File: src/rtl/seg_display_pkg.sv
// rtl/seg_display_pkg.sv - scan states and active-high 7-segment patterns (gfedcba)
package seg_display_pkg;

    typedef enum logic {
        S_ONES = 1'b0,
        S_TENS = 1'b1
    } scan_state_e;

    localparam logic [6:0] SEG_0     = 7'h3F;
    localparam logic [6:0] SEG_1     = 7'h06;
    localparam logic [6:0] SEG_2     = 7'h5B;
    localparam logic [6:0] SEG_3     = 7'h4F;
    localparam logic [6:0] SEG_4     = 7'h66;
    localparam logic [6:0] SEG_5     = 7'h6D;
    localparam logic [6:0] SEG_6     = 7'h7D;
    localparam logic [6:0] SEG_7     = 7'h07;
    localparam logic [6:0] SEG_8     = 7'h7F;
    localparam logic [6:0] SEG_9     = 7'h6F;
    localparam logic [6:0] SEG_BLANK = 7'h00;

endpackage

File: src/rtl/seg7_decode.sv
// rtl/seg7_decode.sv - combinational BCD digit to active-high 7-segment pattern
module seg7_decode
    import seg_display_pkg::*;
(
    input  logic [3:0] digit,
    output logic [6:0] pattern
);

    always_comb begin
        pattern = SEG_BLANK;
        case (digit)
            4'd0:    pattern = SEG_0;
            4'd1:    pattern = SEG_1;
            4'd2:    pattern = SEG_2;
            4'd3:    pattern = SEG_3;
            4'd4:    pattern = SEG_4;
            4'd5:    pattern = SEG_5;
            4'd6:    pattern = SEG_6;
            4'd7:    pattern = SEG_7;
            4'd8:    pattern = SEG_8;
            4'd9:    pattern = SEG_9;
            default: pattern = SEG_BLANK;
        endcase
    end

endmodule

File: src/rtl/count_display_scan.sv
// rtl/count_display_scan.sv - two-digit multiplexed 7-segment scan of a 0..15 count
// Optional leading-zero blanking of the tens digit: COUNT_DISPLAY_ZERO_BLANK_EN
module count_display_scan
    import seg_display_pkg::*;
#(
    parameter int REFRESH_DIV = 4,
    parameter bit ACTIVE_LOW  = 1'b1
) (
    input  logic       clk,
    input  logic       reset,
    input  logic [3:0] count_in,
    input  logic       hold,
    output logic [6:0] seg,
    output logic [1:0] an,
    output logic       frame_tick
);

    localparam int              DIV_W    = (REFRESH_DIV > 1) ? $clog2(REFRESH_DIV) : 1;
    localparam logic [DIV_W-1:0] DIV_LAST = DIV_W'(REFRESH_DIV - 1);
    localparam logic [6:0]      SEG_INV  = ACTIVE_LOW ? 7'h7F : 7'h00;
    localparam logic [1:0]      AN_INV   = ACTIVE_LOW ? 2'b11 : 2'b00;

    if (REFRESH_DIV < 2) begin : g_cfg_err
        $error("count_display_scan: REFRESH_DIV must be at least 2");
    end

    logic [DIV_W-1:0] div_cnt;
    scan_state_e      state;
    scan_state_e      state_nxt;
    logic [3:0]       value_q;
    logic [3:0]       tens;
    logic [3:0]       ones;
    logic [6:0]       ones_pat;
    logic [6:0]       tens_pat;
    logic [6:0]       seg_nxt;
    logic [1:0]       an_nxt;
    logic             div_wrap;
    logic             boundary;

    assign div_wrap = (div_cnt == DIV_LAST);
    assign boundary = div_wrap && (state == S_TENS);

    assign tens = (value_q >= 4'd10) ? 4'd1 : 4'd0;
    assign ones = (value_q >= 4'd10) ? (value_q - 4'd10) : value_q;

    seg7_decode u_ones_dec (.digit(ones), .pattern(ones_pat));
    seg7_decode u_tens_dec (.digit(tens), .pattern(tens_pat));

    always_ff @(posedge clk) begin
        if (reset) begin
            state <= S_ONES;
        end else begin
            state <= state_nxt;
        end
    end

    always_comb begin
        state_nxt = state;
        if (div_wrap) begin
            case (state)
                S_ONES:  state_nxt = S_TENS;
                S_TENS:  state_nxt = S_ONES;
                default: state_nxt = S_ONES;
            endcase
        end
    end

    // Active-high digit drive for the current state; polarity is applied at the register.
    always_comb begin
        seg_nxt = ones_pat;
        an_nxt  = 2'b01;
        if (state == S_TENS) begin
            seg_nxt = tens_pat;
            an_nxt  = 2'b10;
`ifdef COUNT_DISPLAY_ZERO_BLANK_EN
            if (tens == 4'd0) begin
                seg_nxt = SEG_BLANK;
                an_nxt  = 2'b00;
            end
`endif
        end
    end

    always_ff @(posedge clk) begin
        if (reset) begin
            div_cnt    <= '0;
            value_q    <= 4'd0;
            frame_tick <= 1'b0;
            seg        <= SEG_INV;
            an         <= AN_INV;
        end else begin
            div_cnt    <= div_wrap ? '0 : div_cnt + 1'b1;
            frame_tick <= boundary;
            if (boundary && !hold) begin
                value_q <= count_in;
            end
            seg <= seg_nxt ^ SEG_INV;
            an  <= an_nxt ^ AN_INV;
        end
    end

endmodule

File: config.mk
export PLATFORM = sky130hd
export DESIGN_NAME = count_display_scan
export DESIGN_NICKNAME = d
export VERILOG_FILES = /design/src/rtl/seg_display_pkg.sv /design/src/rtl/seg7_decode.sv /design/src/rtl/count_display_scan.sv
export SDC_FILE = /design/constraint.sdc
export NUM_CORES = 1
export LEC_CHECK = 0
export ABC_AREA = 1
export CAP_MARGIN = 30
export CORE_MARGIN = 3
export CORE_UTILIZATION = 45
export CTS_CLUSTER_DIAMETER = 60
export DETAILED_ROUTE_END_ITERATION = 10
export HOLD_SLACK_MARGIN = 0.03
export PLACE_DENSITY = 0.73
export SLEW_MARGIN = 25
export SYNTH_ARGS = -nofsm -noshare
export SYNTH_HDL_FRONTEND = slang
export SYNTH_SLANG_ARGS = --single-unit
File: constraint.sdc
create_clock -name clk -period 2.35 [get_ports clk]
set_clock_uncertainty 0.15 [all_clocks]
set_input_delay 0.47 -clock clk [delete_from_list [all_inputs] [get_ports clk]]
set_output_delay 0.47 -clock clk [all_outputs]
set_load 0.02 [all_outputs]
==> impl_metrics.ini, run 1 <==
[logic_synthesis]
synth-simple-area-share_pct = 22.6
synth_cells = 90
syn-num-nets = 102
synthTopCellsByArea = dfxtp_1 47%, nand2_1 12%, ha_1 8.6%
synthMuxAreaShare_pct = 0
synth_top_family_by_area = simple AND/OR/NAND/NOR gates
synth_warnings = 0
synthDistinctLibCells = 19
synth-compound-area-share_pct = 15.7
synth_top_area_cell = dfxtp_1
synth_seq_cells = 17
synthAdderAreaFrac_pct = 8.64
ys_seq_area_share_pct = 47.0
synth_xor_xnor_area_share_pct = 0
synth_top_area_share_pct = 47.0
synth_area_um2 = 724
synth.avg_cell_area_um2 = 8.05

[route]
drtIter0Drc = 9
final_antenna_net_count = 0
via_per_inst = 5.02
first_pass_iters = 2
wire_per_inst_um = 10.1
routed_wirelength_um = 1260
drc_errors = 0
vias = 628

[clock_network]
post_cts_buffers = 0
clk_path_buf_depth = 2
tritoncts = yes
h-tree-depth = 1
numCtsBuffers = 3
clk_latency_ns = 0.29
clk_pin_slew_ns = 0.09
cts_resized = 0
hold_buffers = 0
cts.root.buffer_cell = clkbuf_4
cts_sinks = 17

[placed_design]
routabilityCongestion = 0.710
hpwlAfterDp_um = 1020
postPlaceCellArea_um2 = 903
port_buffers = 16

[power_and_ir_drop]
leakage_nw = 0.395
ir_worst_vdd_v = 0.000375
p_per_area_nw_per_um2 = 570

[die]
start_util_pct = 51.8
die_w_um = 46.1
chipHeight_um = 46.1
dieArea_um2 = 2130
rows = 13
ios = 17
core_area_um2 = 1400

[setup_path]
worstPathArrival_ns = 1.24
required_ns = 1.73
critical_path_buf_inv_count = 1
critPathMaxFanout = 1
cp_cell_sequence = clkdlybuf4s50_1
cp_slowest_stage_delay_ns = 0.61
critical_path_class = flop to primary output
endpoint_kind = primary output
cp_slowest_cell = clkdlybuf4s50_1
start_kind = flop
crit_family = buffers and inverters

[finish]
drive_gt1_share_pct = 9.09
layout_common_cells = 23 x nand2_1, 17 x dfxtp_1, 16 x clkdlybuf4s50_1
multiInputGateArea_um2 = 340
seq_area_um2 = 340
area_growth_pct = 28.5
fill_cells = 126
final_cell_area_um2 = 931
diodes = 0
final_util_pct = 66.5
layout_commonest_cell = nand2_1
fin_nets = 123

[global_routing]
grt_pass1_wl_um = 2140
grt_max_degree = 11
globalRoute.totalOverflow = 0
gr-usage-all-layers_pct = 14.3
antenna_found_initial = 0
first_global_vias = 515

[outcome]
status = finished, final reports clean

[sta]
finalSetupTns_ns = 0
rsz0062_at_grt = false
period_minus_slack_ns = 1.86
slew_headroom_pct = 83.3
period_share_pct = 79.0
finalSetupViolCount = 0
max_freq_mhz = 538
hold_violations = 0
drv_slew = 0
tightestPinTransition_ns = 0.250

[hold_path]
hold_class = flop to flop

[flow_run]
cap_violations = 0
## state kept, by name, indices dropped and copies added (netlist names)
| signal | cells |
|---|---|
| seg | 7 |
| frame_tick | 1 |
| div_cnt | 2 |
| value_q | 4 |
| an | 2 |
| state | 1 |
## per-stage QoR
stage	setup slack [ns]	hold slack, ns	total power, W	cells
after detailed placement	0.586	0.273	0.000384	121
after CTS	0.475	0.294	0.000539	125
after floorplan	0.870	0.250	0.000349	90
final	0.493	0.294	0.000531	125
after global placement	0.625	0.269	0.000383	121
after global routing	0.459	0.334	0.000553	125
## power breakdown
group / internal (W) / switching [W]
clock: 0.0000634 / 0.0000902
combinational: 0.0000349 / 0.0000323
sequential: 0.000304 / 0.00000583
total: 0.000402 / 0.000128
## worst paths after layout
| check | end | slack (ns) | depth (start not counted) | from |
|---|---|---|---|---|
| worst max-delay path | an[0] | 0.49 | 1 | an[0] |
| worst min-delay path | div_cnt[0] | 0.29 | 1 | div_cnt[0] |
| worst max register to register | seg[3] | 0.68 | 10 | value_q[3] |
| worst min register to register | div_cnt[0] | 0.29 | 1 | div_cnt[0] |
## logic make-up (layout without fill, tap and decap cells)
group / count (synthesis) / in the layout
AO/OA/AOI/OAI: 18 / 18
adder cells (fa/ha/maj): 5 / 5
buffers and inverters: 11 / 31
flip-flops: 17 / 17
AND/OR/NAND/NOR: 39 / 39
## layout make-up
cell class | count | share of cell area [%]
sequential | 17 | 36.6
multi-input combinational | 62 | 36.6
timing repair buffer | 16 | 17.2
inverter | 11 | 4.70
clock buffer | 3 | 2.42
tap | 15 | 2.02
clock inverter | 1 | 0.538
## synthesized netlist by cell type
master    number
o21ai_1        1
inv_4          1
a31oi_1        3
nand2_1       23
nand2_2        2
inv_1          9
inv_2          1
a21oi_1        4
o21bai_1       1
nor3_1         1
ha_1           5
or2_0          1
nand3_1        4
o21ai_0        7
nor3b_1        1
o21ai_2        1
dfxtp_1       17
o21bai_4       1
nor2_1         7
## routing by layer
layer | track usage, % | share of wire, % | routed length [µm] | up-vias
met5 | 0 | 0 | 0 | -
met4 | 6.82 | 1.7 | 21 | 0
met3 | 5.86 | 6.4 | 81 | 4
met2 | 23.6 | 50 | 628 | 20
met1 | 15.8 | 42 | 533 | 272
li1 | - | - | - | 332
Note: power is estimated with default switching activity, not from simulation.
==> run 2: changes to the inputs <==
- CORE_UTILIZATION: 45 -> 42
- PLACE_DENSITY: 0.73 -> 0.72
- clock period: 2.35 -> 1.5 ns (I/O delays scaled with it)
==> impl_metrics.ini, run 2 (synthesis gave the netlist of run 1 again) <==
[power_and_ir_drop]
p_per_area_nw_per_um2 = 764
ir_worst_vdd_v = 0.000457
pwr-share-clk_pct = 29.3
combPwrFrac_pct = 12.1
p_sw_share_pct = 24.6
seqPwrFrac_pct = 58.6
p_switching_w = 0.000203
internal_power_w = 0.000623
leakage_nw = 0.486

[die]
dieArea_um2 = 2260
ios = 17
rows = 14
die_w_um = 47.5
core_area_um2 = 1560
start_util_pct = 46.5
chipHeight_um = 47.5

[sta]
rsz0062_at_grt = true
max_freq_mhz = 659
period_minus_slack_ns = 1.52
slew_headroom_pct = 84.4
finalSetupViolCount = 4
tightestPinTransition_ns = 0.233
drv_slew = 0
period_share_pct = 101
hold_violations = 0
layout_setup_ws_ns = -0.0171

[placed_design]
port_buffers = 16
routabilityCongestion = 0.846
postPlaceCellArea_um2 = 980
hpwlAfterDp_um = 1110

[global_routing]
antenna_found_initial = 0
first_global_vias = 573
gr-usage-all-layers_pct = 13.7
grt_pass1_wl_um = 2170
grt_max_degree = 11
globalRoute.totalOverflow = 0

[setup_path]
critical_path_buf_inv_count = 3
cp_cell_sequence = inv_2, ha_4, nand2_2, nand2_4, buf_4, buf_4, nand3_1, a31oi_1
critical_path_class = flop to flop
crit_top_cell = buf_4
required_ns = 1.57
crit_family = flip-flops
worstPathArrival_ns = 1.59
start_kind = flop
cp_slowest_cell = dfxtp_2
cp_slowest_stage_delay_ns = 0.36
endpoint_kind = flop
critPathMaxFanout = 5

[route]
vias = 665
final_antenna_net_count = 0
first_pass_iters = 4
drc_errors = 0
routed_wirelength_um = 1510
wire_per_inst_um = 10.8
drtIter0Drc = 6
via_per_inst = 4.75

[clock_network]
h-tree-depth = 1
clk_latency_ns = 0.30
cts.root.buffer_cell = clkbuf_4
cts_sinks = 17
hold_buffers = 0
clk_path_buf_depth = 2
tritoncts = yes
numCtsBuffers = 3
clk_pin_slew_ns = 0.10

[finish]
top_register = seg
layout_commonest_cell = nand2_1
drive_gt1_share_pct = 29.0
final_cell_area_um2 = 1080
layout_common_cells = 20 x nand2_1, 14 x dfxtp_1, 14 x buf_4
diodes = 0
final_util_pct = 69.4
largest_reg_flops = 7
fin_nets = 137
area_growth_pct = 49.4
largestRegisters = seg: 7 flops, value_q: 4 flops

[outcome]
status = finished with violations
violations = setup timing

[flow_run]
cap_violations = 0

[hold_path]
hold_class = flop to flop
[run 2: cell types whose count changed in the layout (fill, tap and decap cells not counted), sizes merged]
| cell | change |
|---|---|
| buf | +14 |
| dlygate4sd2 | +10 |
| clkdlybuf4s50 | -10 |
[run 2: layout make-up]
cell class / instances / area (µm²)
clock buffer: 3 / 22.5
clock inverter: 1 / 5.00
fill: 129 / 477
inverter: 11 / 46.3
multi-input combinational: 62 / 392
sequential: 17 / 344
tap: 16 / 20.0
timing repair buffer: 30 / 253
[run 2: path summary, 6_finish.rpt]
kind	slack, ns	cells after the start	start	end
max	-0.02	8	value_q[2]	seg[2]
min	0.28	1	div_cnt[0]	div_cnt[0]
max reg2reg	-0.02	8	value_q[2]	seg[2]
min reg2reg	0.28	1	div_cnt[0]	div_cnt[0]
[run 2: power by group through the flow]
stage	sequential (W)	combinational [W]	clock, W
4_1_cts	0.000485	0.0000987	0.000245
2_1_floorplan	0.000515	0.0000320	0
3_3_place_gp	0.000496	0.000108	0
3_5_place_dp	0.000496	0.000109	0
5_1_grt	0.000487	0.000110	0.000271
6_report	0.000484	0.0000999	0.000242
[run 2: through the flow]
stage	cells	hold slack (ns)	TNS (ns)	power (W)	worst slack, ns
global placement	132	0.265	-0.184	0.000604	-0.0447
global route	140	0.312	-0.466	0.000867	-0.101
CTS	137	0.284	-0.00281	0.000828	-0.00281
finish	140	0.284	-0.0567	0.000827	-0.0171
floorplan	90	0.221	0	0.000547	0.0198
detailed placement	132	0.271	-0.316	0.000605	-0.0743
[run 2: per-layer routing]
metal  vias up  global-route usage (%)  part of all wire, %
met1       286                    13.3                   39
met3         6                    5.64                  6.0
met2        16                    25.7                   53
met4         0                    4.84                  1.8
li1        357                       -                    -
met5         -                       0                    0
[run 2: what timing repair did]
item | in CTS | in global routing
pin swaps | 3 | 4
buffers inserted | 1 | 3
resized for setup | 17 | 10
endpoints found under the setup margin | 15 | 7
==> run 3: changes to the inputs <==
- SLEW_MARGIN: 25 -> not set
==> results of run 3 <==
No change in the layout: final DEF, timing and power equal those of run 2.
